<file path="src/rtl/aes_round_sequencer.sv">
// Round controller for the AES encrypt datapath: launches ARK, BS and MC
// sub-blocks in order, supplies round indices and arbitrates statemt RAM.
module aes_round_sequencer #(
    parameter int CNT_W = 16,
    parameter int RND_W = 6
) (
    input  logic             ap_clk,
    input  logic             ap_rst_n,
    input  logic             ap_start,
    output logic             ap_done,
    output logic             ap_idle,
    output logic             ap_ready,
    input  logic [1:0]       key_type,
    output logic             ark_start,
    output logic [RND_W-1:0] ark_n,
    input  logic             ark_done,
    output logic             bs_start,
    input  logic             bs_done,
    output logic             mc_start,
    output logic [RND_W-1:0] mc_n,
    input  logic             mc_done,
    output logic [1:0]       mem_sel,
    output logic [3:0]       round_o,
    output logic             err,
    output logic [CNT_W-1:0] busy_cycles
);

    typedef enum logic [2:0] {
        S_IDLE, S_ARK0, S_BS, S_MC, S_BSF, S_ARKF, S_DONE
    } state_t;

    state_t           state_q, state_d;
    logic [3:0]       nr_q, nr_d;
    logic [3:0]       round_q, round_d;
    logic             err_q, err_d;
    logic [CNT_W-1:0] busy_q, busy_d;
    logic             ark_start_q, ark_start_d;
    logic             bs_start_q, bs_start_d;
    logic             mc_start_q, mc_start_d;
    logic [1:0]       mem_sel_q, mem_sel_d;
    logic [RND_W-1:0] ark_n_q, ark_n_d;
    logic [RND_W-1:0] mc_n_q, mc_n_d;
    logic             done_q, done_d;
    logic             launch;

    // Next-state, round bookkeeping and one-shot launch of each sub-block
    always_comb begin
        state_d     = state_q;
        nr_d        = nr_q;
        round_d     = round_q;
        err_d       = err_q;
        busy_d      = busy_q;
        ark_start_d = 1'b0;
        bs_start_d  = 1'b0;
        mc_start_d  = 1'b0;
        mem_sel_d   = 2'd0;
        ark_n_d     = ark_n_q;
        mc_n_d      = mc_n_q;
        done_d      = 1'b0;
        // done inputs are meaningless while the launch pulse is out
        launch      = ark_start_q | bs_start_q | mc_start_q;

        if (state_q != S_IDLE && busy_q != {CNT_W{1'b1}})
            busy_d = busy_q + CNT_W'(1);

        case (state_q)
            S_IDLE: begin
                if (ap_start) begin
                    round_d = 4'd0;
                    busy_d  = '0;
                    err_d   = 1'b0;
                    case (key_type)
                        2'd0:    nr_d = 4'd10;
                        2'd1:    nr_d = 4'd12;
                        2'd2:    nr_d = 4'd14;
                        default: nr_d = 4'd0;
                    endcase
                    if (key_type == 2'd3) begin
                        err_d   = 1'b1;
                        state_d = S_DONE;
                    end else begin
                        state_d = S_ARK0;
                    end
                end
            end
            S_ARK0: begin
                if (!launch && ark_done) begin
                    round_d = 4'd1;
                    state_d = S_BS;
                end
            end
            S_BS: begin
                if (!launch && bs_done)
                    state_d = S_MC;
            end
            S_MC: begin
                if (!launch && mc_done) begin
                    if (round_q == nr_q - 4'd1) begin
                        state_d = S_BSF;
                    end else begin
                        round_d = round_q + 4'd1;
                        state_d = S_BS;
                    end
                end
            end
            S_BSF: begin
                if (!launch && bs_done) begin
                    round_d = nr_q;
                    state_d = S_ARKF;
                end
            end
            S_ARKF: begin
                if (!launch && ark_done)
                    state_d = S_DONE;
            end
            S_DONE: begin
                done_d  = 1'b1;
                state_d = S_IDLE;
            end
            default: state_d = S_IDLE;
        endcase

        if (state_d != state_q) begin
            case (state_d)
                S_ARK0: begin
                    ark_start_d = 1'b1;
                    ark_n_d     = '0;
                end
                S_ARKF: begin
                    ark_start_d = 1'b1;
                    ark_n_d     = RND_W'(nr_q);
                end
                S_BS, S_BSF: bs_start_d = 1'b1;
                S_MC: begin
                    mc_start_d = 1'b1;
                    mc_n_d     = RND_W'(round_q);
                end
                default: ;
            endcase
        end

        case (state_d)
            S_ARK0, S_ARKF: mem_sel_d = 2'd1;
            S_BS, S_BSF:    mem_sel_d = 2'd2;
            S_MC:           mem_sel_d = 2'd3;
            default:        mem_sel_d = 2'd0;
        endcase
    end

    // State and output registers, cleared asynchronously
    always_ff @(posedge ap_clk or negedge ap_rst_n) begin
        if (!ap_rst_n) begin
            state_q     <= S_IDLE;
            nr_q        <= 4'd0;
            round_q     <= 4'd0;
            err_q       <= 1'b0;
            busy_q      <= '0;
            ark_start_q <= 1'b0;
            bs_start_q  <= 1'b0;
            mc_start_q  <= 1'b0;
            mem_sel_q   <= 2'd0;
            ark_n_q     <= '0;
            mc_n_q      <= '0;
            done_q      <= 1'b0;
        end else begin
            state_q     <= state_d;
            nr_q        <= nr_d;
            round_q     <= round_d;
            err_q       <= err_d;
            busy_q      <= busy_d;
            ark_start_q <= ark_start_d;
            bs_start_q  <= bs_start_d;
            mc_start_q  <= mc_start_d;
            mem_sel_q   <= mem_sel_d;
            ark_n_q     <= ark_n_d;
            mc_n_q      <= mc_n_d;
            done_q      <= done_d;
        end
    end

    assign ap_done     = done_q;
    assign ap_ready    = done_q;
    assign ap_idle     = (state_q == S_IDLE);
    assign ark_start   = ark_start_q;
    assign bs_start    = bs_start_q;
    assign mc_start    = mc_start_q;
    assign ark_n       = ark_n_q;
    assign mc_n        = mc_n_q;
    assign mem_sel     = mem_sel_q;
    assign round_o     = round_q;
    assign err         = err_q;
    assign busy_cycles = busy_q;

endmodule
</file>
<file path="config.mk">
export PLATFORM = sky130hd
export DESIGN_NAME = aes_round_sequencer
export DESIGN_NICKNAME = d
export VERILOG_FILES = /design/src/rtl/aes_round_sequencer.sv
export SDC_FILE = /design/constraint.sdc
export NUM_CORES = 1
export LEC_CHECK = 0
export ABC_AREA = 0
export CORE_MARGIN = 2
export CORE_UTILIZATION = 50
export DETAILED_ROUTE_END_ITERATION = 6
export GPL_TIMING_DRIVEN = 0
export PLACE_DENSITY = 0.86
export SLEW_MARGIN = 15
export SYNTH_ARGS = -nofsm -noshare
export SYNTH_HDL_FRONTEND = slang
export SYNTH_SLANG_ARGS = --single-unit
</file>
<file path="constraint.sdc">
create_clock -name ap_clk -period 2.9 [get_ports ap_clk]
set_clock_uncertainty 0.2 [all_clocks]
set_input_delay 0.58 -clock ap_clk [delete_from_list [all_inputs] [get_ports ap_clk]]
set_output_delay 0.58 -clock ap_clk [all_outputs]
set_load 0.05 [all_outputs]
</file>
==> flow_summary_export.csv <==
group,metric,value,unit
pwr,powerDensity,1030,nW/um^2
synthesis,synth_ff_type,"dfrtp_1",
timing,drv_slew,0,
critical_path,cp-startpoint,"state_q[0]",
final_layout,nets,279,
pwr,ir_worst_vdd,530,uV
pwr,power_leakage,1.24,nW
timing,max_freq,373,MHz
routing,routedWlPerCell,14.9,microns
timing,fin_crit,2680,ps
synthesis,ys_seq_area_frac,0.470,
routing,drc,0,
routing,drtPass1Iterations,4,
final_layout,syn_to_final_growth,29.2,%
clocking,cts_tree,"yes",
placed_design,port_buffers,43,
synthesis,synth_area_leaders,"dfrtp_1 47%, ha_1 4.1%, xnor2_1 4.1%, nand2_1 3.0%, nor2_1 3.0%",
critical_path,cp_data_arrival_time,1900,ps
final_layout,fin_cells,315,
pwr,power.total,2.82,mW
synthesis,synth_area,2130,sq um
die,core_area,4060,sq um
synthesis,synth_common_cells,"40 x dfrtp_1, 17 x nand2_1, 17 x nor2_1",
die,ioPinCount,49,
critical_path,critPathMaxFanout,10,
final_layout,finalInstanceArea,2750,sq um
synthesis,yosysUniqueCellTypes,50,
placed_design,place_area,2660,sq um
critical_path,timing.rr.start,"state_q[1]",
synthesis,synth_edf_count,0,
grt,grt_use_total,0.201,
synthesis,netlist.area_leader.share,0.470,
routing,drt_iter0_drc,143,
clocking,post_cts_resized,1,
critical_path,rr_worst_depth,6,
routing,routed-via-count,1782,
synthesis,avgSynthCellArea,10.2,sq um
die,die_w,69.2,microns
timing,setup_tns,0,ps
clocking,cts_hold_buf,0,
clocking,htree_num_levels,2,
placed_design,place.gp.congestion,0.817,
critical_path,r2r_setup_slack,590,ps
grt,grt_pass1_vias,1616,
synthesis,ys_seq_elements,40,
critical_path,crit_path_start_kind,"flip-flop",
routing,ant_nets,0,
timing,min_period_over_period,0.925,
die,die-area,4790,sq um
routing,vias_per_cell,5.66,
critical_path,crit_path_end_kind,"output port",
clocking,clkLatencyLatePin,300,ps
critical_path,crit_required,2120,ps
timing,grt_setup_unrepaired,"false",
critical_path,endpoint,"ap_idle",
routing,routed_wl,4.70,mm
timing,finalHoldWorstSlack,34.5,ps
die,initial_core_util,0.525,
die,die_h,69.2,microns
clocking,clk_path_buf_depth,2,
critical_path,regToRegEndpoint,"round_o[2]",
grt,grt_pass1_wl,7.73,mm
final_layout,num_antenna_cells,0,
synthesis,yosysWarnings,0,
grt,grt_start_max_net_pins,23,
placed_design,dp_hpwl,3.49,mm
grt,overflow,0,
worst_hold_path,holdCritPathClass,"primary input to async pin",
placed_design,dp_cells,307,
synthesis,synthCells,209,
critical_path,crit_type,"flip-flop to output port",
status,status,"completed",
timing,finalHoldViolations,0,
clocking,clk_pin_slew_worst_paths,80,ps
clocking,root_buffer,"clkbuf_8",
final_layout,drive_above_1_share,0.132,
job,maxCapViolations,0,
clocking,postCtsSetupRepairBufs,0,
synthesis,netlist.top_cell.by_area,"dfrtp_1",
timing,slew_headroom,0.445,
clocking,cts_made_buffers,5,
grt,grt_antenna_before_repair,0,
synthesis,synth_most_common_cell,"dfrtp_1",
synthesis,synthArstFlopShare,1.00,
clocking,cts.sinks,40,
timing,tightest_slew,826,ps
timing,setup_viol,0,
die,rows,23,
-- metal layers --
layer	part of all wire	wire, microns	global-route usage	vias up
li1	-	-	-	856
met1	0.44	2080	0.271	869
met2	0.50	2360	0.325	53
met3	0.046	216	0.0407	4
met4	0.0091	43	0.0675	0
met5	0	0	0	-
-- power breakdown --
group	total, mW	switching (mW)	internal [mW]	leakage (nW)
Combinational	1.56	0.984	0.580	0.660
Clock	0.381	0.191	0.190	0.0510
Sequential	0.875	0.148	0.726	0.529
-- flip-flops by register name, indices dropped and copies added, names as in the netlist --
| signal | count |
|---|---|
| ap_done | 1 |
| ark_n | 3 |
| ark_start | 1 |
| bs_start | 1 |
| busy_cycles | 16 |
| err | 1 |
| mc_n | 4 |
| mc_start | 1 |
| mem_sel | 2 |
| nr_q | 3 |
| round_o | 4 |
| state_q | 3 |
-- critical path: stages, from the launching register on --
cell and delay (ps):
dfrtp_1 360, buf_4 160, or3_1 300, buf_2 160
inv_2 90, dlygate4sd2_1 530
-- placed cells by master, fill, tap and decap left out, types with 7 or more instances in the layout --
master           instances
nor2_1                  17
clkdlybuf4s50_1         41
nand4_1                  7
nand2_1                 17
inv_1                   10
xnor2_1                 10
buf_4                    7
dfrtp_1                 40
o21ai_0                  8
ha_1                     7
buf_2                    7
-- final cells by class --
| cell class | count | area [sq um] |
|---|---|---|
| Buffer | 13 | 82.6 |
| Clock buffer | 6 | 82.6 |
| Clock inverter | 2 | 10.0 |
| Fill cell | 317 | 1310 |
| Inverter | 11 | 41.3 |
| Multi-Input combinational cell | 149 | 1020 |
| Sequential cell | 40 | 1000 |
| Tap cell | 50 | 62.6 |
| Timing Repair Buffer | 44 | 452 |
-- worst min-delay path by stage --
stage                            endpoint  slack, ps  startpoint
after floorplan                   ap_done         80    ap_rst_n
after global placement            mc_n[3]        270     mc_n[3]
after detailed placement              err        270         err
after CTS                 busy_cycles[10]         50    ap_rst_n
after global routing      busy_cycles[10]         60    ap_rst_n
final                      busy_cycles[8]         30    ap_rst_n
-- through the flow --
stage | utilization | setup slack, ps
6_report | 0.678 | 218
4_1_cts | 0.678 | 207
3_5_place_dp | 0.655 | 144
3_3_place_gp | 0.650 | 102
2_1_floorplan | - | 562
5_1_grt | 0.678 | 168
-- kinds of logic (layout without fill, tap and decap cells) --
family / count (synthesis) / after routing / share of synthesized area
compound gates: 36 / 36 / 0.124
mux: 7 / 7 / 0.0406
other cells: 1 / 5 / 0.00176
buf+inv: 24 / 76 / 0.0582
fa+ha+maj: 7 / 7 / 0.0412
flops: 40 / 40 / 0.470
xor+xnor: 13 / 13 / 0.0600
simple gates: 81 / 81 / 0.204
No activity file was read; power rests on OpenSTA's default activity.
